File: src/rtl/bram_port_arbiter.sv
// bram_port_arbiter: shares BRAM port B between instruction fetch (m0) and
// data load/store (m1) with round-robin arbitration and fixed-latency
// responses. Also sequences BRAM bring-up (bram_rst pulse, wait for busy to
// drop) before any request is granted.
// Optional build macro ARB_ADDR_CHECK_EN: misaligned or out-of-range requests
// are accepted but not issued to BRAM, and answer with rsp_err=1, rdata=0.

module bram_port_arbiter #(
    parameter int          ADDR_W     = 32,
    parameter int          DATA_W     = 32,
    parameter int          READ_LAT   = 1,
    parameter int          RST_CYCLES = 10,
    parameter logic [31:0] MEM_BYTES  = 32'h0004_0000
) (
    input  logic                  clk,
    input  logic                  rst_n,
    input  logic                  m0_req_valid,
    output logic                  m0_req_ready,
    input  logic [ADDR_W-1:0]     m0_addr,
    input  logic [DATA_W-1:0]     m0_wdata,
    input  logic [DATA_W/8-1:0]   m0_wstrb,
    output logic                  m0_rsp_valid,
    output logic [DATA_W-1:0]     m0_rdata,
    output logic                  m0_rsp_err,
    input  logic                  m1_req_valid,
    output logic                  m1_req_ready,
    input  logic [ADDR_W-1:0]     m1_addr,
    input  logic [DATA_W-1:0]     m1_wdata,
    input  logic [DATA_W/8-1:0]   m1_wstrb,
    output logic                  m1_rsp_valid,
    output logic [DATA_W-1:0]     m1_rdata,
    output logic                  m1_rsp_err,
    output logic                  bram_en,
    output logic [DATA_W/8-1:0]   bram_we,
    output logic [ADDR_W-1:0]     bram_addr,
    output logic [DATA_W-1:0]     bram_din,
    input  logic [DATA_W-1:0]     bram_dout,
    output logic                  bram_rst,
    input  logic                  bram_rst_busy,
    output logic                  init_done
);

    localparam int STRB_W = DATA_W / 8;
    localparam int CNT_W  = $clog2(RST_CYCLES + 1);

`ifdef ARB_ADDR_CHECK_EN
    localparam bit ADDR_CHECK = 1'b1;
`else
    localparam bit ADDR_CHECK = 1'b0;
`endif

    typedef enum logic [1:0] {
        INIT_RST  = 2'd0,
        INIT_WAIT = 2'd1,
        RUN       = 2'd2
    } state_t;

    state_t             state, state_nxt;
    logic [CNT_W-1:0]   cnt, cnt_nxt;
    logic               last_grant;

    logic               grant0, grant1, accept;
    logic [ADDR_W-1:0]  sel_addr;
    logic [DATA_W-1:0]  sel_wdata;
    logic [STRB_W-1:0]  sel_wstrb;
    logic               sel_err;

    // Response tracking: p0 = issue cycle, p1/p2 = BRAM read latency stages
    logic               vld_p0, vld_p1, vld_p2;
    logic               id_p0, id_p1, id_p2;
    logic               wr_p0, wr_p1, wr_p2;
    logic               err_p0, err_p1, err_p2;
    logic               vld_o, id_o, wr_o, err_o;
    logic [DATA_W-1:0]  rd_o;

    // Word-aligned and inside the populated BRAM range
    function automatic logic addr_bad(input logic [ADDR_W-1:0] a);
        return (a[1:0] != 2'b00) || (a >= ADDR_W'(MEM_BYTES));
    endfunction

    // Bring-up state register and hold counter
    always_ff @(posedge clk) begin
        if (!rst_n) begin
            state <= INIT_RST;
            cnt   <= '0;
        end else begin
            state <= state_nxt;
            cnt   <= cnt_nxt;
        end
    end

    // Bring-up sequencing: hold bram_rst, wait for busy to clear, then run
    always_comb begin
        state_nxt = state;
        cnt_nxt   = cnt;
        bram_rst  = 1'b0;
        init_done = 1'b0;
        case (state)
            INIT_RST: begin
                bram_rst = 1'b1;
                if (cnt == CNT_W'(RST_CYCLES - 1)) begin
                    state_nxt = INIT_WAIT;
                    cnt_nxt   = '0;
                end else begin
                    cnt_nxt = cnt + CNT_W'(1);
                end
            end
            INIT_WAIT: begin
                if (!bram_rst_busy) state_nxt = RUN;
            end
            RUN: begin
                init_done = 1'b1;
            end
            default: begin
                state_nxt = INIT_RST;
                cnt_nxt   = '0;
            end
        endcase
    end

    // Round-robin grant: on a tie the requester not served last time wins
    always_comb begin
        grant0 = 1'b0;
        grant1 = 1'b0;
        if (state == RUN && !bram_rst_busy) begin
            if (m0_req_valid && (!m1_req_valid || last_grant))
                grant0 = 1'b1;
            else if (m1_req_valid)
                grant1 = 1'b1;
        end
    end

    assign m0_req_ready = grant0;
    assign m1_req_ready = grant1;
    assign accept       = grant0 | grant1;
    assign sel_addr     = grant1 ? m1_addr  : m0_addr;
    assign sel_wdata    = grant1 ? m1_wdata : m0_wdata;
    assign sel_wstrb    = grant1 ? m1_wstrb : m0_wstrb;
    assign sel_err      = ADDR_CHECK && addr_bad(sel_addr);

    // Issue stage: register the granted request onto the BRAM port
    always_ff @(posedge clk) begin
        if (!rst_n) begin
            bram_en    <= 1'b0;
            bram_we    <= '0;
            bram_addr  <= '0;
            bram_din   <= '0;
            last_grant <= 1'b1;
        end else begin
            bram_en <= accept && !sel_err;
            bram_we <= (accept && !sel_err) ? sel_wstrb : '0;
            if (accept) begin
                bram_addr  <= sel_addr;
                bram_din   <= sel_wdata;
                last_grant <= grant1;
            end
        end
    end

    // Response valid shift: cleared by reset so in-flight accesses are dropped
    always_ff @(posedge clk) begin
        if (!rst_n) begin
            vld_p0 <= 1'b0;
            vld_p1 <= 1'b0;
            vld_p2 <= 1'b0;
        end else begin
            vld_p0 <= accept;
            vld_p1 <= vld_p0;
            vld_p2 <= vld_p1;
        end
    end

    // Response tag shift: requester id, write flag and error travel with valid
    always_ff @(posedge clk) begin
        id_p0  <= grant1;
        wr_p0  <= (sel_wstrb != '0);
        err_p0 <= sel_err;
        // p0 -> p1
        id_p1  <= id_p0;
        wr_p1  <= wr_p0;
        err_p1 <= err_p0;
        // p1 -> p2
        id_p2  <= id_p1;
        wr_p2  <= wr_p1;
        err_p2 <= err_p1;
    end

    assign vld_o = (READ_LAT == 2) ? vld_p2 : vld_p1;
    assign id_o  = (READ_LAT == 2) ? id_p2  : id_p1;
    assign wr_o  = (READ_LAT == 2) ? wr_p2  : wr_p1;
    assign err_o = (READ_LAT == 2) ? err_p2 : err_p1;

    // Steer the response to its requester; writes and errors return zero data
    always_comb begin
        rd_o         = (vld_o && !wr_o && !err_o) ? bram_dout : '0;
        m0_rsp_valid = vld_o && !id_o;
        m1_rsp_valid = vld_o &&  id_o;
        m0_rsp_err   = vld_o && !id_o && err_o;
        m1_rsp_err   = vld_o &&  id_o && err_o;
        m0_rdata     = id_o ? '0 : rd_o;
        m1_rdata     = id_o ? rd_o : '0;
    end

endmodule

File: config.mk
export PLATFORM = sky130hd
export DESIGN_NAME = bram_port_arbiter
export DESIGN_NICKNAME = d
export VERILOG_FILES = /design/src/rtl/bram_port_arbiter.sv
export SDC_FILE = /design/constraint.sdc
export NUM_CORES = 1
export LEC_CHECK = 0
export BUFFER_PORTS_ARGS = -buffer_cell sky130_fd_sc_hd__clkbuf_2
export CORE_AREA = 2 2 122 124
export DETAILED_ROUTE_END_ITERATION = 7
export DIE_AREA = 0 0 124 126
export HOLD_SLACK_MARGIN = 0.12
export PLACE_DENSITY = 0.67
export SLEW_MARGIN = 30
export SYNTH_ARGS = -nofsm -noshare
export SYNTH_HDL_FRONTEND = slang
export SYNTH_SLANG_ARGS = --single-unit
File: constraint.sdc
create_clock -name clk -period 2.2 [get_ports clk]
set_input_delay 0.66 -clock clk [delete_from_list [all_inputs] [get_ports clk]]
set_output_delay 0.66 -clock clk [all_outputs]
set_load 0.01 [all_outputs]
==> qor.yml <==
clockBufferDepth: 2
area.growth.synth_to_final_pct: 47.14
synth_top_area_frac: 0.3709
maxCapViolations: 0
skew_ns: 0.006216
rsz0062_at_grt: "yes"
startpoint_type: "flop"
grt_use_total: 0.2121
grt_pass1_vias: 4820
gp_congestion: 0.8238
vias: 5152
layout-drive-gt1-share: 0.4564
synth_area_leader_cell: "dfxtp_1"
synth_seq_area_share: 0.3709
synth_xor_area_frac: 0.006010
antenna-diode-count: 0
yosys.area_share.simple: 0.2845
io_pins: 314
synth_cell_types: 37
power.density_nw_per_um2: 542.2
netlist_area_um2: 4372
vdd_drop_max_mv: 0.3166
fin_ws_ns: 0.07510
slew_violations: 0
die_y_um: 126
cpPeakStageDelay_ns: 0.36
hp-class: "reg -> reg"
cp_data_required_time_ns: 1.54
via_per_inst: 5.157
hold_slack_ns: 0.3264
worstPathCellList: "inv_2 > ha_4 > and2b_2 > and3_1 > clkbuf_2"
clock_latency_ns: 0.34
wirelength_mm: 17.08
ant_nets: 0
cts_tree: "built"
cts_root_buffer: "clkbuf_16"
cts_num_sinks: 81
syn_area_per_cell_um2: 8.217
period_share: 0.9659
finalSetupViolCount: 0
htree_levels: 3
grt-ovfl-total: 0
start_util: 0.3054
dp_slack_ns: 0.1442
path_delay_family: "simple AND/OR/NAND/NOR gates"
fin_crit_ns: 2.125
drc: 0
drt_iter0_markers: 286
synth_cells: 532
cp.arrival_ns: 1.46
die_area_um2: 15620
post-dp-hpwl_mm: 12.03
antenna_found_initial: 0
synth_seq_cells: 81
dieWidth_um: 124
cp_max_fo: 6
status: "finished clean"
path_clk_slew_ns: 0.06
synth_top_family_by_area: "simple AND/OR/NAND/NOR gates"
layout.nets: 989
synthTopCellsByArea: "dfxtp_1 (37%), nor3_1 (15%), a2111oi_0 (10%), and2_1 (9.6%), a21oi_1 (8.1%)"
placementRows: 44
end_kind: "output pin"
path_class: "reg -> out"
yosys-mux-area-fraction: 0.004579
coreArea_um2: 14310
hold_viol_final: 0
port_buffers: 311
p_leak_uw: 0.002826
yosysWarningCount: 0
synth_compound_area_frac: 0.2333
grt_pass1_wl_mm: 26.10
critPathBufInv: 2
grt_max_degree: 49
fmaxAchievable_ghz: 0.4706
firstDrtPassIters: 4
cts-buffers-inserted: 9
post_drt_wl_per_cell_um: 17.10
cp_slowest_cell: "dfxtp_2"
synthAdderAreaFrac: 0.01717
==> worst reg2reg max path: cells and delay by family, from the launching register on <==
family,cells,cell delay (ns)
buffers and inverters,2,0.35
and+or+nand+nor,2,0.30
DFF,1,0.34
adders and majority gates,1,0.17
AOI/OAI and AO/OA,1,0.50
==> cell type report <==
cell class	count	area, um^2
Inverter	6	22.52
Sequential cell	81	1623
Multi-Input combinational cell	381	2436
Clock inverter	5	56.30
Clock buffer	11	232.7
Tap cell	184	230.2
Timing Repair Buffer	331	1832
Fill cell	1463	7881
==> kinds of logic (layout without fill, tap and decap cells) <==
| kind of cell | count (synthesis) | in the layout |
|---|---|---|
| AOI/OAI and AO/OA | 142 | 142 |
| muxes | 2 | 2 |
| and+or+nand+nor | 226 | 226 |
| buffers and inverters | 71 | 353 |
| adders and majority gates | 6 | 6 |
| other | 1 | 2 |
| xor gates and xnor gates | 3 | 3 |
| DFF | 81 | 81 |
==> layer usage <==
layer,GRT usage,wire [um],vias to the layer above,share of wire
met5,0,0,-,0
met4,0.07336,338,0,0.020
met3,0.04438,1299,25,0.076
li1,-,-,2536,-
met2,0.3332,8198,219,0.48
met1,0.2870,7241,2372,0.42
==> path summary, 6_finish.rpt <==
check / start / to / slack, ns / cells after the start
hold / removal: id_p0$_DFF_P_ / id_o$_DFF_P_ / 0.33 / 0
setup reg to reg: state[0]$_SDFFE_PN0P_ / bram_addr[13]$_SDFFE_PN0P_ / 0.40 / 6
setup / recovery: state[0]$_SDFFE_PN0P_ / m0_req_ready / 0.08 / 5
hold reg to reg: id_p0$_DFF_P_ / id_o$_DFF_P_ / 0.33 / 0
==> state kept, by name, summed over array words and instances (netlist names) <==
name,count
bram_addr,32
bram_din,32
bram_we,4
cnt,4
state,2
id_o,1
id_p0,1
last_grant,1
vld_o,1
vld_p0,1
wr_o,1
wr_p0,1
==> through the flow <==
stage                     area [um^2]  cells  TNS, ns    util  power [uW]
after floorplan                  4375    533        0       -        1772
after detailed placement         6076    982        0  0.4245        2016
after CTS                        6390    998        0  0.4464        3536
after global placement           6076    982        0  0.4245        2016
after global routing             6432    999  -0.1147  0.4494        3655
final                            6432    999        0  0.4494        3488
==> Yosys cell counts, drive strengths merged <==
cell type / n
a2111oi: 64
a21o: 1
a21oi: 71
and2: 67
and2b: 1
and3: 1
and3b: 1
buf: 33
clkbuf: 32
conb: 1
dfxtp: 81
ha: 6
inv: 6
mux2i: 2
nand2: 4
nand2b: 1
nand3: 5
nand3b: 2
nand4b: 1
nor2: 3
nor2b: 4
nor3: 132
nor4: 2
o21ai: 5
o221a: 1
or2: 1
or2b: 1
xnor2: 1
xor2: 2
==> report_power, final <==
part           internal (uW)  switching, uW
logic                    222            254
registers               1500           31.3
clock network            878            602
==> timing repair <==
action,in CTS,in global routing
hold buffers,0,0
resized for setup,7,11
setup buffers,0,1
setup endpoints to repair,55,63
==> cell usage in the layout, fill, tap and decap left out, types with 3 or more instances in the layout <==
master and n:
clkbuf_2 311, nor3_1 132, dfxtp_1 80, a21oi_1 71, and2_1 65, a2111oi_0 52
buf_4 10, buf_12 10, a2111oi_2 9, clkbuf_16 9, nand3_1 5, o21ai_0 5
ha_1 5, nand2_1 3, inv_2 3, inv_1 3, a2111oi_1 3
Power figures use the tool's default switching activity.
